--- src/rtl/sha256_pkg.sv ---
// rtl/sha256_pkg.sv - shared constants, types and state encoding for the SHA-256 message schedule
package sha256_pkg;

  localparam int WORD_W      = 32;
  localparam int N_ROUNDS    = 64;
  localparam int N_MSG_WORDS = 16;

  // sigma0: rotr 7, rotr 18, shr 3
  localparam int S0_ROT_A = 7;
  localparam int S0_ROT_B = 18;
  localparam int S0_SHR_C = 3;

  // sigma1: rotr 17, rotr 19, shr 10
  localparam int S1_ROT_A = 17;
  localparam int S1_ROT_B = 19;
  localparam int S1_SHR_C = 10;

  typedef logic [WORD_W-1:0] word_t;

  typedef enum logic {
    LOAD   = 1'b0,
    EXPAND = 1'b1
  } state_t;

endpackage

--- src/rtl/sha256_msg_schedule_if.sv ---
// rtl/sha256_msg_schedule_if.sv - message-word input and schedule-word output streams
interface sha256_msg_schedule_if;
  import sha256_pkg::*;

  logic       in_valid;
  logic       in_ready;
  word_t      in_word;
  logic       out_valid;
  logic       out_ready;
  word_t      out_word;
  logic [5:0] out_idx;
  logic       out_last;
  logic       busy;

  // Producer/consumer side: feeds message words, takes schedule words
  modport master (
    output in_valid, in_word, out_ready,
    input  in_ready, out_valid, out_word, out_idx, out_last, busy
  );

  // Schedule block side
  modport slave (
    input  in_valid, in_word, out_ready,
    output in_ready, out_valid, out_word, out_idx, out_last, busy
  );

endinterface

--- src/rtl/sched_sigma.sv ---
// rtl/sched_sigma.sv - SHA-256 small-sigma: rotr A ^ rotr B ^ shr C
module sched_sigma
  import sha256_pkg::*;
#(
  parameter int ROT_A = 7,
  parameter int ROT_B = 18,
  parameter int SHR_C = 3
) (
  input  word_t x,
  output word_t y
);

  word_t rot_a;
  word_t rot_b;
  word_t shr_c;

  assign rot_a = (x >> ROT_A) | (x << (WORD_W - ROT_A));
  assign rot_b = (x >> ROT_B) | (x << (WORD_W - ROT_B));
  assign shr_c = x >> SHR_C;

  assign y = rot_a ^ rot_b ^ shr_c;

endmodule

--- src/rtl/sha256_msg_schedule.sv ---
// rtl/sha256_msg_schedule.sv - loads 16 message words and expands them into W[0..63]
module sha256_msg_schedule #(
  parameter int WORD_W = 32,
  parameter int ROUNDS = 64
) (
  input logic                  clk,
  input logic                  rst,
  sha256_msg_schedule_if.slave bus
);
  import sha256_pkg::*;

  localparam logic [5:0] LOAD_LAST = 6'(N_MSG_WORDS - 1);
  localparam logic [5:0] LAST_IDX  = 6'(ROUNDS - 1);

  state_t state;
  state_t state_next;

  // One index serves as cnt (0..15) in LOAD and t (16..63) in EXPAND;
  // it wraps to 0 naturally after 63.
  logic [5:0] t;

  logic [WORD_W-1:0] win [16];

  word_t      out_word;
  logic [5:0] out_idx;
  logic       out_valid;
  logic       out_last;
  logic       busy;

  logic  adv;
  logic  in_ready;
  logic  load_en;
  word_t load_word;
  word_t sig0;
  word_t sig1;
  word_t expand_word;

  sched_sigma #(
    .ROT_A(S0_ROT_A),
    .ROT_B(S0_ROT_B),
    .SHR_C(S0_SHR_C)
  ) u_sigma0 (
    .x(win[1]),
    .y(sig0)
  );

  sched_sigma #(
    .ROT_A(S1_ROT_A),
    .ROT_B(S1_ROT_B),
    .SHR_C(S1_SHR_C)
  ) u_sigma1 (
    .x(win[14]),
    .y(sig1)
  );

  assign expand_word = sig1 + win[9] + sig0 + win[0];
  assign adv         = !out_valid || bus.out_ready;

  // Next state, input acceptance and output-register load decision
  always_comb begin
    state_next = state;
    in_ready   = 1'b0;
    load_en    = 1'b0;
    load_word  = expand_word;
    case (state)
      LOAD: begin
        in_ready = adv;
        if (bus.in_valid && adv) begin
          load_en   = 1'b1;
          load_word = bus.in_word;
          if (t == LOAD_LAST) begin
            state_next = EXPAND;
          end
        end
      end
      EXPAND: begin
        if (adv) begin
          load_en = 1'b1;
          if (t == LAST_IDX) begin
            state_next = LOAD;
          end
        end
      end
      default: state_next = LOAD;
    endcase
  end

  // FSM state register
  always_ff @(posedge clk) begin
    if (rst) begin
      state <= LOAD;
    end else begin
      state <= state_next;
    end
  end

  // Window shift, index counter, output register and busy tracking
  always_ff @(posedge clk) begin
    if (rst) begin
      t         <= '0;
      out_word  <= '0;
      out_idx   <= '0;
      out_valid <= 1'b0;
      out_last  <= 1'b0;
      busy      <= 1'b0;
      for (int i = 0; i < 16; i++) begin
        win[i] <= '0;
      end
    end else begin
      if (load_en) begin
        for (int i = 0; i < 15; i++) begin
          win[i] <= win[i+1];
        end
        win[15]   <= load_word;
        out_word  <= load_word;
        out_idx   <= t;
        out_last  <= (t == LAST_IDX);
        out_valid <= 1'b1;
        t         <= t + 6'd1;
      end else if (adv) begin
        out_valid <= 1'b0;
        out_last  <= 1'b0;
      end

      // A new block's first word can be accepted in the same cycle W63 is taken.
      if (load_en && state == LOAD) begin
        busy <= 1'b1;
      end else if (out_valid && bus.out_ready && out_last) begin
        busy <= 1'b0;
      end
    end
  end

  assign bus.in_ready  = in_ready;
  assign bus.out_valid = out_valid;
  assign bus.out_word  = out_word;
  assign bus.out_idx   = out_idx;
  assign bus.out_last  = out_last;
  assign bus.busy      = busy;

endmodule

--- src/flat_wrapper.sv ---
// flat-port wrapper written by rule: the top's interface ports become plain ports
module sha256_msg_schedule_flat import sha256_pkg::*;
#(
  parameter int WORD_W = 32,
  parameter int ROUNDS = 64
)
  (clk, rst, bus_in_valid, bus_in_word, bus_out_ready, bus_in_ready, bus_out_valid, bus_out_word, bus_out_idx, bus_out_last, bus_busy);
  sha256_msg_schedule_if bus_i ();
  input logic clk;
  input logic rst;
  input wire logic [$bits(bus_i.in_valid)-1:0] bus_in_valid;
  input wire logic [$bits(bus_i.in_word)-1:0] bus_in_word;
  input wire logic [$bits(bus_i.out_ready)-1:0] bus_out_ready;
  output wire logic [$bits(bus_i.in_ready)-1:0] bus_in_ready;
  output wire logic [$bits(bus_i.out_valid)-1:0] bus_out_valid;
  output wire logic [$bits(bus_i.out_word)-1:0] bus_out_word;
  output wire logic [$bits(bus_i.out_idx)-1:0] bus_out_idx;
  output wire logic [$bits(bus_i.out_last)-1:0] bus_out_last;
  output wire logic [$bits(bus_i.busy)-1:0] bus_busy;
  assign bus_i.in_valid = bus_in_valid;
  assign bus_i.in_word = bus_in_word;
  assign bus_i.out_ready = bus_out_ready;
  assign bus_in_ready = bus_i.in_ready;
  assign bus_out_valid = bus_i.out_valid;
  assign bus_out_word = bus_i.out_word;
  assign bus_out_idx = bus_i.out_idx;
  assign bus_out_last = bus_i.out_last;
  assign bus_busy = bus_i.busy;
  sha256_msg_schedule #(.WORD_W(WORD_W), .ROUNDS(ROUNDS)) u_core (.clk(clk), .rst(rst), .bus(bus_i));
endmodule
--- config.mk ---
export PLATFORM = sky130hd
export DESIGN_NAME = sha256_msg_schedule_flat
export DESIGN_NICKNAME = d
export VERILOG_FILES = /design/src/rtl/sha256_pkg.sv /design/src/rtl/sha256_msg_schedule_if.sv /design/src/rtl/sched_sigma.sv /design/src/rtl/sha256_msg_schedule.sv /design/src/flat_wrapper.sv
export SDC_FILE = /design/constraint.sdc
export NUM_CORES = 1
export LEC_CHECK = 0
export BUFFER_PORTS_ARGS = -buffer_cell sky130_fd_sc_hd__buf_4
export CORE_UTILIZATION = 55
export CTS_CLUSTER_DIAMETER = 150
export DETAILED_ROUTE_END_ITERATION = 8
export PLACE_DENSITY_LB_ADDON = 0.3
export SLEW_MARGIN = 20
export SYNTH_ARGS = -nofsm -noshare
export SYNTH_HDL_FRONTEND = slang
export SYNTH_SLANG_ARGS = --single-unit
--- constraint.sdc ---
create_clock -name clk -period 17.45 [get_ports clk]
set_input_delay 2.6175 -clock clk [delete_from_list [all_inputs] [get_ports clk]]
set_output_delay 2.6175 -clock clk [all_outputs]
set_load 0.005 [all_outputs]
==> impl_metrics.tcl <==
set metrics [dict create \
    grtUsageTotal_pct 21.8 \
    cpMostUsedCell "buf_4" \
    synthTopCellsByArea "edfxtp_1 61%, and2_1 7.4%, fa_1 4.9%" \
    startpoint_type "input pin" \
    ant_nets 0 \
    whs_ns 0.455 \
    power.density_nw_per_um2 186 \
    startpoint "bus_out_ready" \
    slew_headroom_pct 4.84 \
    synthDistinctLibCells 61 \
    outcome "complete, no violations" \
    synth_warnings 0 \
    hpwl_mm 32.3 \
    htreeDepth 2 \
    slew_viol_final 0 \
    clkTransAtPathRegs_ns 0.06 \
    reg2reg_setup_slack_ns 12.47 \
    drt_iter0_drc 1442 \
    antenna_found_initial 2 \
    syn-num-nets 2017 \
    worstPathArrival_ns 3.44 \
    fp.dieH_um 216 \
    clock-root-buffer "clkbuf_16" \
    grt_pass1_vias 13500 \
    fillers 3447 \
    leakagePower_nw 11.2 \
    numCtsBuffers 55 \
    port_buffers 77 \
    syn-cell-area_um2 25200 \
    rr_endpoint "u_core.bus.out_word[25]$_SDFFE_PP0P_" \
    ios 78 \
    min_period_ns 6.06 \
    initial_core_util_pct 55.7 \
    seq_power_share_pct 34.8 \
    antenna_cells 0 \
    nets 2082 \
    dieArea_um2 46700 \
    crit_path_end_kind "output port" \
    via_count 13800 \
    grt_pass1_wl_mm 77.0 \
    min_from "u_core.bus.out_idx[4]$_SDFFE_PP0P_" \
    cts.path.max_buffers 3 \
    hold_path_class "flip-flop to flip-flop" \
    synth-async-reset-ratio_pct 0 \
    hold_depth 2 \
    cts_tree "done" \
    r2r_start "u_core.win[0][448]$_SDFFCE_PP0P_" \
    clkPwrFrac_pct 22.6 \
    drive_above_1_share_pct 9.51 \
    dr.pass1.iters 5 \
    p_int_w 0.00328 \
    tightest_slew_ns 1.43 \
    num_rows 78 \
    yosys.area.top_type_share_pct 61.0 \
    yosysSeqAreaShare_pct 64.8 \
    fmaxAchievable_mhz 165 \
    crit_type "input pin to output port" \
    clock-sinks 560 \
    clock_latency_ns 0.61 \
    post-route-period-util_pct 34.7 \
    vias_per_cell 5.30 \
    slowest_stage "nor2b_1" \
    postSynthAreaPerCell_um2 13.4 \
    synth-edff-count 512 \
    synth.most_common_cell "edfxtp_1" \
    wl_per_cell_um 19.1 \
    synth-seq-cells 560 \
    combPwrFrac_pct 42.6 \
    holdBufCountCts 0 \
    grt_overflow_total 0 \
    cp_cell_sequence "buf_4 -> nor2b_1 -> nor2_1 -> buf_4" \
    hold_violations 0 \
    drv_cap 0 \
    rsz0062_at_grt "no" \
    critical_path_buf_inv_count 2 \
    die_w_um 216 \
    grt_max_degree 299 \
    crit_family "simple AND/OR/NAND/NOR gates" \
    gp_congestion 0.901 \
    cts_resized 0 \
    synthCells 1887 \
    p_sw_w 0.00197 \
    skew_ns 0.0171 \
    synth_top_area_cell "edfxtp_1" \
    holdPathEnd "u_core.bus.out_idx[4]$_SDFFE_PP0P_" \
    syn_to_final_growth_pct 11.8 \
    required_ns 14.83 \
    synth-main-ff-cell "edfxtp_1" \
    rr_worst_depth 14 \
    finalSetupViolations 0 \
    ir_drop_v 0.000128 \
    slowest_delay_ns 0.38 \
    p_sw_share_pct 37.6 \
    netlist_top_cells_count "512 x edfxtp_1, 300 x and2_1, 165 x nor2b_1" \
    totalWireLength_mm 49.6 \
    route.detailed.drc 0 \
    postCtsSetupRepairBufs 0 \
    setup_tns_ns 0 \
    core_region_area_um2 45300 \
    cp_max_fo 6 \
]
-- worst max-delay path by stage --
stage / end / slack [ns] / cells past startpoint
5_1_grt: u_core.win[0][239]$_SDFFCE_PN0P_ / 11.25 / 8
4_1_cts: bus_in_ready / 11.40 / 4
2_1_floorplan: u_core.win[0][0]$_SDFFCE_PN0P_ / 3.60 / 4
3_3_place_gp: u_core.win[0][163]$_SDFFCE_PN0P_ / 11.06 / 8
6_report: bus_in_ready / 11.39 / 4
3_5_place_dp: u_core.win[0][131]$_SDFFCE_PN0P_ / 10.95 / 8
-- area by class of cell --
class	count	area, um^2	share of cell area, %
clock buffers	63	1430	5.06
clock inverters	39	383	1.36
inverters	145	552	1.96
multi-input cells	1102	8040	28.5
flip-flops and latches	560	16300	57.9
well taps	600	751	2.66
repair buffers	88	702	2.49
-- tightest hold or removal path, cell delays in order (launching register included) --
cell	delay, ns
dfxtp_1	0.31
nand2_1	0.05
a21oi_1	0.05
-- through the flow --
| stage | worst slack (ns) | area [um^2] | utilization (%) | power, W | cells |
|---|---|---|---|---|---|
| final | 11.39 | 28200 | 62.3 | 0.00525 | 2597 |
| after global routing | 11.25 | 28200 | 62.3 | 0.00558 | 2597 |
| after CTS | 11.40 | 28200 | 62.3 | 0.00524 | 2597 |
| after detailed placement | 10.95 | 26400 | 58.3 | 0.00403 | 2495 |
| after global placement | 11.06 | 26400 | 58.3 | 0.00399 | 2495 |
| after floorplan | 3.60 | 25200 | - | 0.00343 | 1887 |
-- placed cells by master (no fill, tap or decap), types with 8 or more instances in the layout --
master / n
clkbuf_16: 55
and2_1: 300
a211oi_1: 21
nor3_1: 10
clkinv_1: 9
inv_1: 144
edfxtp_1: 512
nor2_1: 113
xnor2_1: 123
a21oi_1: 49
clkinv_2: 16
dfxtp_1: 48
o21a_1: 8
a21o_1: 15
fa_1: 62
mux2i_1: 11
o21ai_0: 21
ha_1: 32
nand2_1: 57
xor2_1: 24
buf_4: 84
nor2b_1: 165
-- state kept, by name, indices dropped and copies added (netlist names) --
name                  count
u_core.bus.busy           1
u_core.bus.out_idx        6
u_core.bus.out_last       1
u_core.bus.out_valid      1
u_core.bus.out_word      32
u_core.state              1
u_core.t                  6
u_core.win              512
-- power by group through the flow --
stage | registers (W) | clock network, W | logic (W)
after global placement | 0.00185 | 0 | 0.00215
final | 0.00183 | 0.00119 | 0.00223
after global routing | 0.00184 | 0.00126 | 0.00247
after CTS | 0.00183 | 0.00121 | 0.00221
after floorplan | 0.00183 | 0 | 0.00160
after detailed placement | 0.00185 | 0 | 0.00218
-- layer usage --
metal  GRT usage [%]  vias to the layer above  part of all wire, %
met5               0                        -                    0
met4            6.71                        0                  2.6
met3            4.87                       89                  7.3
met2            33.0                      449                   46
met1            31.7                     6719                   44
li1                -                     6519                    -
-- kinds of logic after synthesis --
logic type      Yosys count  share of synthesized area [%]
simple gates            680                           15.1
flops                   560                           64.8
buf+inv                 225                           3.36
compound gates          170                           4.64
xor+xnor                147                           5.11
fa+ha+maj                94                           6.51
mux                      11                          0.437
Power figures use the tool's default switching activity.
